<file path="src/rtl/pll_lock_supervisor.sv">
// PLL bring-up supervisor: pulses the PLL reset, waits for lock with bounded retries,
// requires a stable lock window before releasing the PLL-domain system reset, and tracks lock loss.
module pll_lock_supervisor #(
  parameter int SYNC_STAGES    = 2,
  parameter int PLL_RST_CYCLES = 16,
  parameter int LOCK_TIMEOUT   = 48000,
  parameter int STABLE_CYCLES  = 4800,
  parameter int MAX_RETRIES    = 3,
  parameter int CNT_W          = 16
) (
  input  logic       clk,
  input  logic       reset_n,
  input  logic       pll_locked,
  input  logic       relock_req,
  output logic       pll_rst_n,
  output logic       sys_rst_n,
  output logic       ready,
  output logic       fail,
  output logic [2:0] state,
  output logic [7:0] loss_count
);

  localparam logic [2:0] ST_RESET_PLL = 3'd0;
  localparam logic [2:0] ST_WAIT_LOCK = 3'd1;
  localparam logic [2:0] ST_STABLE    = 3'd2;
  localparam logic [2:0] ST_RUN       = 3'd3;
  localparam logic [2:0] ST_FAIL      = 3'd4;

  localparam int RETRY_W = (MAX_RETRIES < 1) ? 1 : $clog2(MAX_RETRIES + 1);

  localparam logic [CNT_W-1:0]   RST_LAST     = CNT_W'(PLL_RST_CYCLES - 1);
  localparam logic [CNT_W-1:0]   TIMEOUT_LAST = CNT_W'(LOCK_TIMEOUT - 1);
  localparam logic [CNT_W-1:0]   STABLE_LAST  = CNT_W'(STABLE_CYCLES - 1);
  localparam logic [RETRY_W-1:0] RETRY_MAX    = RETRY_W'(MAX_RETRIES);

  logic [SYNC_STAGES-1:0] sync_q;
  logic                   lock_s;
  logic [CNT_W-1:0]       cnt_q;
  logic [RETRY_W-1:0]     retry_q;
  logic [RETRY_W-1:0]     retry_d;
  logic [2:0]             state_d;
  logic [7:0]             loss_d;
  logic                   cnt_clr;

  // pll_locked is asynchronous to clk; lock_s is its SYNC_STAGES-deep synchronized copy.
  always_ff @(posedge clk or negedge reset_n) begin
    if (!reset_n) begin
      sync_q <= '0;
    end else begin
      sync_q <= {sync_q[SYNC_STAGES-2:0], pll_locked};
    end
  end

  assign lock_s = sync_q[SYNC_STAGES-1];

  // relock_req is a one-cycle request with no acknowledge; it overrides every other transition.
  always_comb begin
    state_d = state;
    retry_d = retry_q;
    loss_d  = loss_count;
    if (state == ST_RUN && !lock_s && loss_count != 8'hFF) begin
      loss_d = loss_count + 8'd1;
    end
    if (relock_req) begin
      state_d = ST_RESET_PLL;
      retry_d = '0;
    end else begin
      case (state)
        ST_RESET_PLL: begin
          if (cnt_q == RST_LAST) state_d = ST_WAIT_LOCK;
        end
        ST_WAIT_LOCK: begin
          if (lock_s) begin
            state_d = ST_STABLE;
          end else if (cnt_q == TIMEOUT_LAST) begin
            if (retry_q == RETRY_MAX) begin
              state_d = ST_FAIL;
            end else begin
              retry_d = retry_q + RETRY_W'(1);
              state_d = ST_RESET_PLL;
            end
          end
        end
        ST_STABLE: begin
          // A lock drop while qualifying is not a retry; the PLL is left running.
          if (!lock_s) begin
            state_d = ST_WAIT_LOCK;
          end else if (cnt_q == STABLE_LAST) begin
            state_d = ST_RUN;
            retry_d = '0;
          end
        end
        ST_RUN: begin
          if (!lock_s) state_d = ST_RESET_PLL;
        end
        ST_FAIL: begin
          state_d = ST_FAIL;
        end
        default: state_d = ST_RESET_PLL;
      endcase
    end
    cnt_clr = relock_req || (state_d != state);
  end

  // Outputs are registered from the next state so they change on the same edge as state.
  always_ff @(posedge clk or negedge reset_n) begin
    if (!reset_n) begin
      state      <= ST_RESET_PLL;
      cnt_q      <= '0;
      retry_q    <= '0;
      loss_count <= 8'd0;
      pll_rst_n  <= 1'b0;
      sys_rst_n  <= 1'b0;
      ready      <= 1'b0;
      fail       <= 1'b0;
    end else begin
      state      <= state_d;
      cnt_q      <= cnt_clr ? '0 : cnt_q + CNT_W'(1);
      retry_q    <= retry_d;
      loss_count <= loss_d;
      pll_rst_n  <= (state_d != ST_RESET_PLL) && (state_d != ST_FAIL);
      sys_rst_n  <= (state_d == ST_RUN);
      ready      <= (state_d == ST_RUN);
      fail       <= (state_d == ST_FAIL);
    end
  end

endmodule
</file>
<file path="config.mk">
export PLATFORM = sky130hd
export DESIGN_NAME = pll_lock_supervisor
export DESIGN_NICKNAME = d
export VERILOG_FILES = /design/src/rtl/pll_lock_supervisor.sv
export SDC_FILE = /design/constraint.sdc
export NUM_CORES = 1
export LEC_CHECK = 0
export ABC_AREA = 1
export ABC_CLOCK_PERIOD_IN_PS = 1600
export BUFFER_PORTS_ARGS = -buffer_cell sky130_fd_sc_hd__buf_2
export CORE_MARGIN = 8
export CORE_UTILIZATION = 45
export DETAILED_ROUTE_END_ITERATION = 8
export HOLD_SLACK_MARGIN = 0.12
export PLACE_DENSITY_LB_ADDON = 0.2
export SETUP_SLACK_MARGIN = 0.2
export SKIP_CTS_REPAIR_TIMING = 1
export SYNTH_ARGS = -nofsm -noshare
export SYNTH_HDL_FRONTEND = slang
export SYNTH_SLANG_ARGS = --single-unit
</file>
<file path="constraint.sdc">
create_clock -name clk -period 1.6 [get_ports clk]
set_clock_uncertainty 0.05 [all_clocks]
set_input_delay 0.24 -clock clk [delete_from_list [all_inputs] [get_ports clk]]
set_output_delay 0.24 -clock clk [all_outputs]
set_load 0.05 [all_outputs]
</file>
==> run_results.csv, run 1 <==
group,metric,value,unit
timing,rsz0062_at_grt,"true",
hold_path,min_path_cells,2,
logic_synthesis,yosys_warnings,0,
power_and_ir_drop,p_int,1.546,mW
place,dpl.cell_count,309,
place,dpl_worst_slack,-101.4,ps
setup_path,cpMaxStageDelayCell,"dfrtp_1",
die,initial_core_util,45.76,%
timing,slew_headroom,71.54,%
clocking,clock_sinks,34,
clocking,cts_buffer_depth,2,
setup_path,cp_max_fo,8,
timing,drv_slew,0,
setup_path,rr_worst_depth,13,
timing,hold_viol,0,
layout,register_area,860.8,um2
routing,vias,1565,
power_and_ir_drop,swShare,20.19,%
layout,fill_cells,305,
timing,fin_ws,-132.0,ps
setup_path,start_kind,"flop",
setup_path,path_delay_family,"simple AND/OR/NAND/NOR gates",
setup_path,regToRegStartpoint,"cnt_q[1]$_DFF_PN0_",
global_routing,antenna_found_initial,0,
outcome,violations,"negative setup slack",
layout,final_common_cell,"buf_4",
clocking,tritoncts,"built",
logic_synthesis,synth.cell_area,1804,um2
setup_path,cp.arrival,1860,ps
setup_path,critPathMaxStageDelay,410,ps
routing,first_iter_violations,78,
timing,finalSetupTns,-1843,ps
global_routing,grt_max_degree,35,
layout,stdcell_count,322,
power_and_ir_drop,vdd_drop_max,0.5145,mV
logic_synthesis,synth_top_area_cell,"dfrtp_1",
die,die_w,79.32,um
setup_path,r2r_setup_slack,-130,ps
power_and_ir_drop,p_sw,0.3910,mW
layout,multi_input_area,919.6,um2
setup_path,crit_path_frequent_cell,"nand2_2",
logic_synthesis,synth_top_area_share,47.16,%
power_and_ir_drop,pwr_density_cell,764.7,nW/um2
setup_path,worst_setup_path_end_kind,"flop",
die,core,3943,um2
clocking,h-tree-depth,2,
place,dp_hpwl,2867,um
outcome,outcome,"finished with violations",
routing,drt_pass1_iterations,6,
global_routing,grt.overflow.total,0,
power_and_ir_drop,pwr-share-comb,5.3,%
layout,drive_gt1_share,44.12,%
global_routing,grt_pass1_vias,1493,
logic_synthesis,synth_cell_types,26,
setup_path,required,1730,ps
routing,drc,0,
hold_path,worstHoldStart,"relock_req",
logic_synthesis,synthArstFlopShare,100.0,%
timing,hold_ws,117.0,ps
logic_synthesis,synth_fp_nets,211,
place,gp_congestion,0.8354,
die,die-height,79.32,um
power_and_ir_drop,p_leak,1.242,nW
logic_synthesis,synth.avg_cell_area,8.844,um2
clocking,cts-root-buf,"clkbuf_8",
logic_synthesis,yosys-top-cells-area,"dfrtp_1, nand2_1, nor2_1, xor2_1, inv_1",
logic_synthesis,synth_edf_count,0,
routing,wl_per_cell,13.06,um
routing,antenna_left,0,
setup_path,path_buf_inv,2,
layout,area_growth,40.36,%
hold_path,min_path_type,"in2reg",
setup_path,reg2reg_to,"cnt_q[3]$_DFF_PN0_",
timing,fin_crit_sh,108.2,%
hold_path,holdPathEnd,"state[2]$_DFF_PN0_",
flow_run,maxCapViolations,0,
logic_synthesis,synth_ff_type,"dfrtp_1",
clocking,clkTransAtPathRegs,70,ps
logic_synthesis,synth-seq-cells,34,
setup_path,path_cells,"ha_4, nand3_4, inv_2, nand2_2, nor2_2, nor2_2, nor2_2, nand2_2, nand2_2, nand2_2, nand3_4, clkbuf_16, nor2_1",
power_and_ir_drop,clock_power_share,48.7,%
power_and_ir_drop,seq_power_share,46.0,%
logic_synthesis,postSynthCellCount,204,
layout,fin_nets,278,
global_routing,grt_pass1_wl,6644,um
clocking,cts_buffers,5,
timing,fmax,577.4,MHz
place,port_buffers,18,
setup_path,crit_path_start,"cnt_q[1]$_DFF_PN0_",
layout,diodes,0,
clocking,clkLatencyLatePin,290,ps
die,num_io_pins,19,
logic_synthesis,ys_seq_area_share,47.16,%
routing,via_per_inst,4.860,
global_routing,track_usage,13.30,%
timing,setup-violations-final,17,
setup_path,path_class,"reg2reg",
timing,worst_slew_pin_slew,426.8,ps
die,rows,23,
timing,post-route-min-period,1732,ps
power_and_ir_drop,p_total,1.937,mW
layout,layout_common_cells,"buf_4, nand2_1, dfrtp_1",
die,die_area,6292,um2
routing,drt-total-wl,4205,um
per-stage QoR:
step           util, %  area, um2
2_1_floorplan        -       1837
3_3_place_gp     57.51       2267
3_5_place_dp     57.51       2267
4_1_cts          61.00       2405
5_1_grt          64.23       2532
6_report         64.23       2532
cell families (layout without fill, tap and decap cells):
| kind of cell | after synthesis | in the layout | share of synthesized area, % |
|---|---|---|---|
| AOI/OAI and AO/OA | 7 | 7 | 2.219 |
| xor gates and xnor gates | 21 | 21 | 10.19 |
| adders and majority gates | 3 | 3 | 2.081 |
| buffers and inverters | 27 | 95 | 6.727 |
| DFF | 34 | 34 | 47.16 |
| and+or+nand+nor | 112 | 112 | 31.62 |
worst reg2reg max path, delay by kind of cell (launching register included):
family	cells	cell delay, ps
fa+ha+maj	1	170
buf+inv	2	280
flops	1	410
simple gates	10	710
synthesized netlist by cell type (2+ instances only):
library cell   n
inv_1         24
a21oi_1        3
or2_2          2
xnor2_1        8
nand3_1       12
nor3_2         2
nor2_2         8
xor2_1        13
nor2_1        31
o21ai_0        2
dfrtp_1       34
nand4_1        7
nand3_2        3
ha_1           3
nor3_1         3
nand2_2        3
nor2_4         3
nand2_1       33
nand3b_1       3
sequential cells by signal (all words and copies together) (netlist names):
name        cells
cnt_q          16
loss_count      8
state           3
retry_q         2
sync_q          2
fail            1
pll_rst_n       1
ready           1
power groups by stage:
stage	combinational (mW)	sequential (mW)	clock, mW
2_1_floorplan	0.0477	0.901	0
3_3_place_gp	0.0862	0.903	0
3_5_place_dp	0.0893	0.903	0
4_1_cts	0.0891	0.886	0.975
5_1_grt	0.116	0.892	1.01
6_report	0.102	0.890	0.944
layout make-up:
class,instances,share of cell area [%]
sequential,34,33.99
timing repair buffer,62,18.08
clock inverter,3,2.717
tap,50,2.470
clock buffer,5,2.717
multi-input combinational,143,36.31
inverter,25,3.706
how the worst max path moves through the flow:
stage	to	slack, ps	cells past startpoint
6_report	cnt_q[3]$_DFF_PN0_	-130	13
5_1_grt	cnt_q[15]$_DFF_PN0_	-240	12
4_1_cts	cnt_q[14]$_DFF_PN0_	-130	9
3_5_place_dp	cnt_q[15]$_DFF_PN0_	-100	11
3_3_place_gp	cnt_q[2]$_DFF_PN0_	-130	10
2_1_floorplan	cnt_q[10]$_DFF_PN0_	-40	12
per-layer routing:
metal	wire length (um)	global-route usage, %
met1	1890	16.42
met2	2034	21.12
met3	146	3.612
met4	132	6.111
met5	0	0
(Power assumes the default switching activity.)
==> inputs of run 2 (changes only) <==
--- a/config.mk
+++ b/config.mk
@@ -10,6 +10,7 @@
 export BUFFER_PORTS_ARGS = -buffer_cell sky130_fd_sc_hd__buf_2
 export CORE_MARGIN = 8
 export CORE_UTILIZATION = 45
+export CTS_BUF_LIST = sky130_fd_sc_hd__clkbuf_16
 export DETAILED_ROUTE_END_ITERATION = 8
 export HOLD_SLACK_MARGIN = 0.12
 export PLACE_DENSITY_LB_ADDON = 0.2
==> run 2 against run 1 <==
The flow still finishes with violations (negative setup slack). Maximum frequency decreased by 2.4%. Non-clock buffer count is 7 higher. Global-route usage up 0.12 points. Largest power group unchanged. Sequential share of layout area down 3.1 points. Flip-flop and latch count did not move. First-iteration DRC count down 13%. Hold slack improved by 20 ps. Via count rose by 2.2%. Die area unchanged. Register-to-register slack lost 40 ps.
==> run_results.csv, run 2 (same netlist as run 1, synthesis figures left out) <==
group,metric,value,unit
place,port_buffers,18,
power_and_ir_drop,p_total,2.266,mW
setup_path,required,1760,ps
timing,hold_viol,0,
routing,vias,1600,
clocking,h-tree-depth,2,
setup_path,path_class,"reg2reg",
power_and_ir_drop,swShare,19.67,%
timing,rsz0062_at_grt,"true",
timing,drv_slew,0,
clocking,cts_buffer_depth,2,
layout,top_register,"cnt_q",
power_and_ir_drop,p_int,1.820,mW
die,rows,23,
setup_path,start_kind,"flop",
routing,via_per_inst,4.863,
setup_path,cp.arrival,1940,ps
place,gp_congestion,0.8354,
place,dp_hpwl,2867,um
power_and_ir_drop,p_sw,0.4458,mW
place,dpl_worst_slack,-101.4,ps
layout,fin_nets,285,
timing,fmax,563.5,MHz
timing,post-route-min-period,1775,ps
flow_run,maxCapViolations,0,
clocking,cts-root-buf,"clkbuf_16",
die,die-height,79.32,um
setup_path,cp_max_fo,8,
layout,stdcell_count,329,
layout,drive_gt1_share,53.76,%
clocking,cts_buffers,5,
die,die_w,79.32,um
power_and_ir_drop,pwr-share-comb,4.9,%
setup_path,path_cells,"inv_2, buf_4, nor3_2, nand3_1, nand2_1, nand2_1, nand2_2, nand2_2, nand2_2, nand3_4, clkbuf_16, nor2_4",
place,dpl.cell_count,309,
setup_path,crit_path_frequent_cell,"nand2_2",
timing,worst_slew_pin_slew,426.1,ps
power_and_ir_drop,clock_power_share,55.7,%
routing,antenna_left,0,
die,num_io_pins,19,
die,initial_core_util,45.76,%
timing,finalSetupTns,-2282,ps
hold_path,min_path_type,"in2reg",
routing,drt_pass1_iterations,4,
power_and_ir_drop,p_leak,1.358,nW
power_and_ir_drop,pwr_density_cell,812.5,nW/um2
power_and_ir_drop,vdd_drop_max,0.5448,mV
layout,largest_register_ffs,16,
global_routing,grt_pass1_vias,1467,
global_routing,track_usage,13.42,%
timing,slew_headroom,71.59,%
timing,fin_ws,-174.7,ps
clocking,tritoncts,"built",
timing,setup-violations-final,17,
routing,drc,0,
die,core,3943,um2
layout,layout_common_cells,"buf_4, dfrtp_1, nand2_1",
global_routing,grt.overflow.total,0,
layout,fill_cells,252,
layout,post-route-util,70.74,%
outcome,violations,"negative setup slack",
setup_path,cpMaxStageDelayCell,"dfrtp_1",
layout,area_growth,54.58,%
clocking,clkTransAtPathRegs,60,ps
timing,fin_crit_sh,110.9,%
global_routing,antenna_found_initial,0,
global_routing,grt_max_degree,35,
die,die_area,6292,um2
outcome,outcome,"finished with violations",
clocking,clkLatencyLatePin,280,ps
global_routing,grt_pass1_wl,6575,um
setup_path,worst_setup_path_end_kind,"flop",
setup_path,critPathMaxStageDelay,410,ps
power_and_ir_drop,seq_power_share,39.4,%
layout,top_regs,"cnt_q x16, loss_count x8, state x3",
routing,wl_per_cell,13.70,um
clocking,clock_sinks,34,
routing,drt-total-wl,4507,um
routing,first_iter_violations,68,
layout,final_common_cell,"buf_4",
layout,diodes,0,
## run 2: cell count changes in the layout (fill, tap and decap cells not counted), moves of 4 or more
| cell | previous run | this run |
|---|---|---|
| nor2_1 | 24 | 17 |
| buf_6 | 0 | 6 |
| nand2_1 | 29 | 23 |
| clkbuf_16 | 1 | 6 |
| clkbuf_8 | 5 | 0 |
| nor2_4 | 3 | 8 |
| nand2_2 | 7 | 11 |
## run 2: metal layers
layer	track usage [%]	share of wire [%]	up-vias
li1	-	-	788
met1	16.62	45	771
met2	20.79	50	29
met3	4.176	2.9	12
met4	6.296	2.5	0
met5	0	0	-
## run 2: worst paths after layout
check | slack [ps] | start | to | cells past startpoint
setup / recovery | -170 | cnt_q[7]$_DFF_PN0_ | cnt_q[6]$_DFF_PN0_ | 12
hold / removal | 140 | relock_req | state[2]$_DFF_PN0_ | 2
setup reg to reg | -170 | cnt_q[7]$_DFF_PN0_ | cnt_q[6]$_DFF_PN0_ | 12
hold reg to reg | 300 | sync_q[0]$_DFF_PN0_ | sync_q[1]$_DFF_PN0_ | 0
max in group asynchronous | 700 | reset_n | loss_count[3]$_DFFE_PN0P_ | 3
min in group asynchronous | 460 | reset_n | cnt_q[11]$_DFF_PN0_ | 3
## run 2: cell type report
class,count,area [um2],area share [%]
multi-input cells,143,1033,37.06
flip-flops and latches,34,862.1,30.91
repair buffers,69,540.5,19.38
clock buffers,5,125.1,4.486
inverters,25,96.34,3.454
clock inverters,3,68.82,2.467
well taps,50,62.56,2.243
## run 2: worst max-delay path: cells and delay by family (launching register included)
kind,cells,cell delay (ps)
AND/OR/NAND/NOR,9,860
flip-flops,1,410
buffers and inverters,3,390
## run 2: stage by stage
| step | instance area (um2) | hold WS [ps] |
|---|---|---|
| after global routing | 2789 | 159.0 |
| after floorplan | 1837 | -105.6 |
| final | 2789 | 136.8 |
| after detailed placement | 2267 | 252.6 |
| after CTS | 2461 | -44.26 |
| after global placement | 2267 | 246.4 |
## run 2: power by group through the flow
stage	Combinational, mW	Sequential, mW	Clock (mW)
CTS	0.0896	0.888	1.28
detailed placement	0.0893	0.903	0
global placement	0.0862	0.903	0
floorplan	0.0477	0.901	0
finish	0.112	0.892	1.26
global route	0.125	0.893	1.32
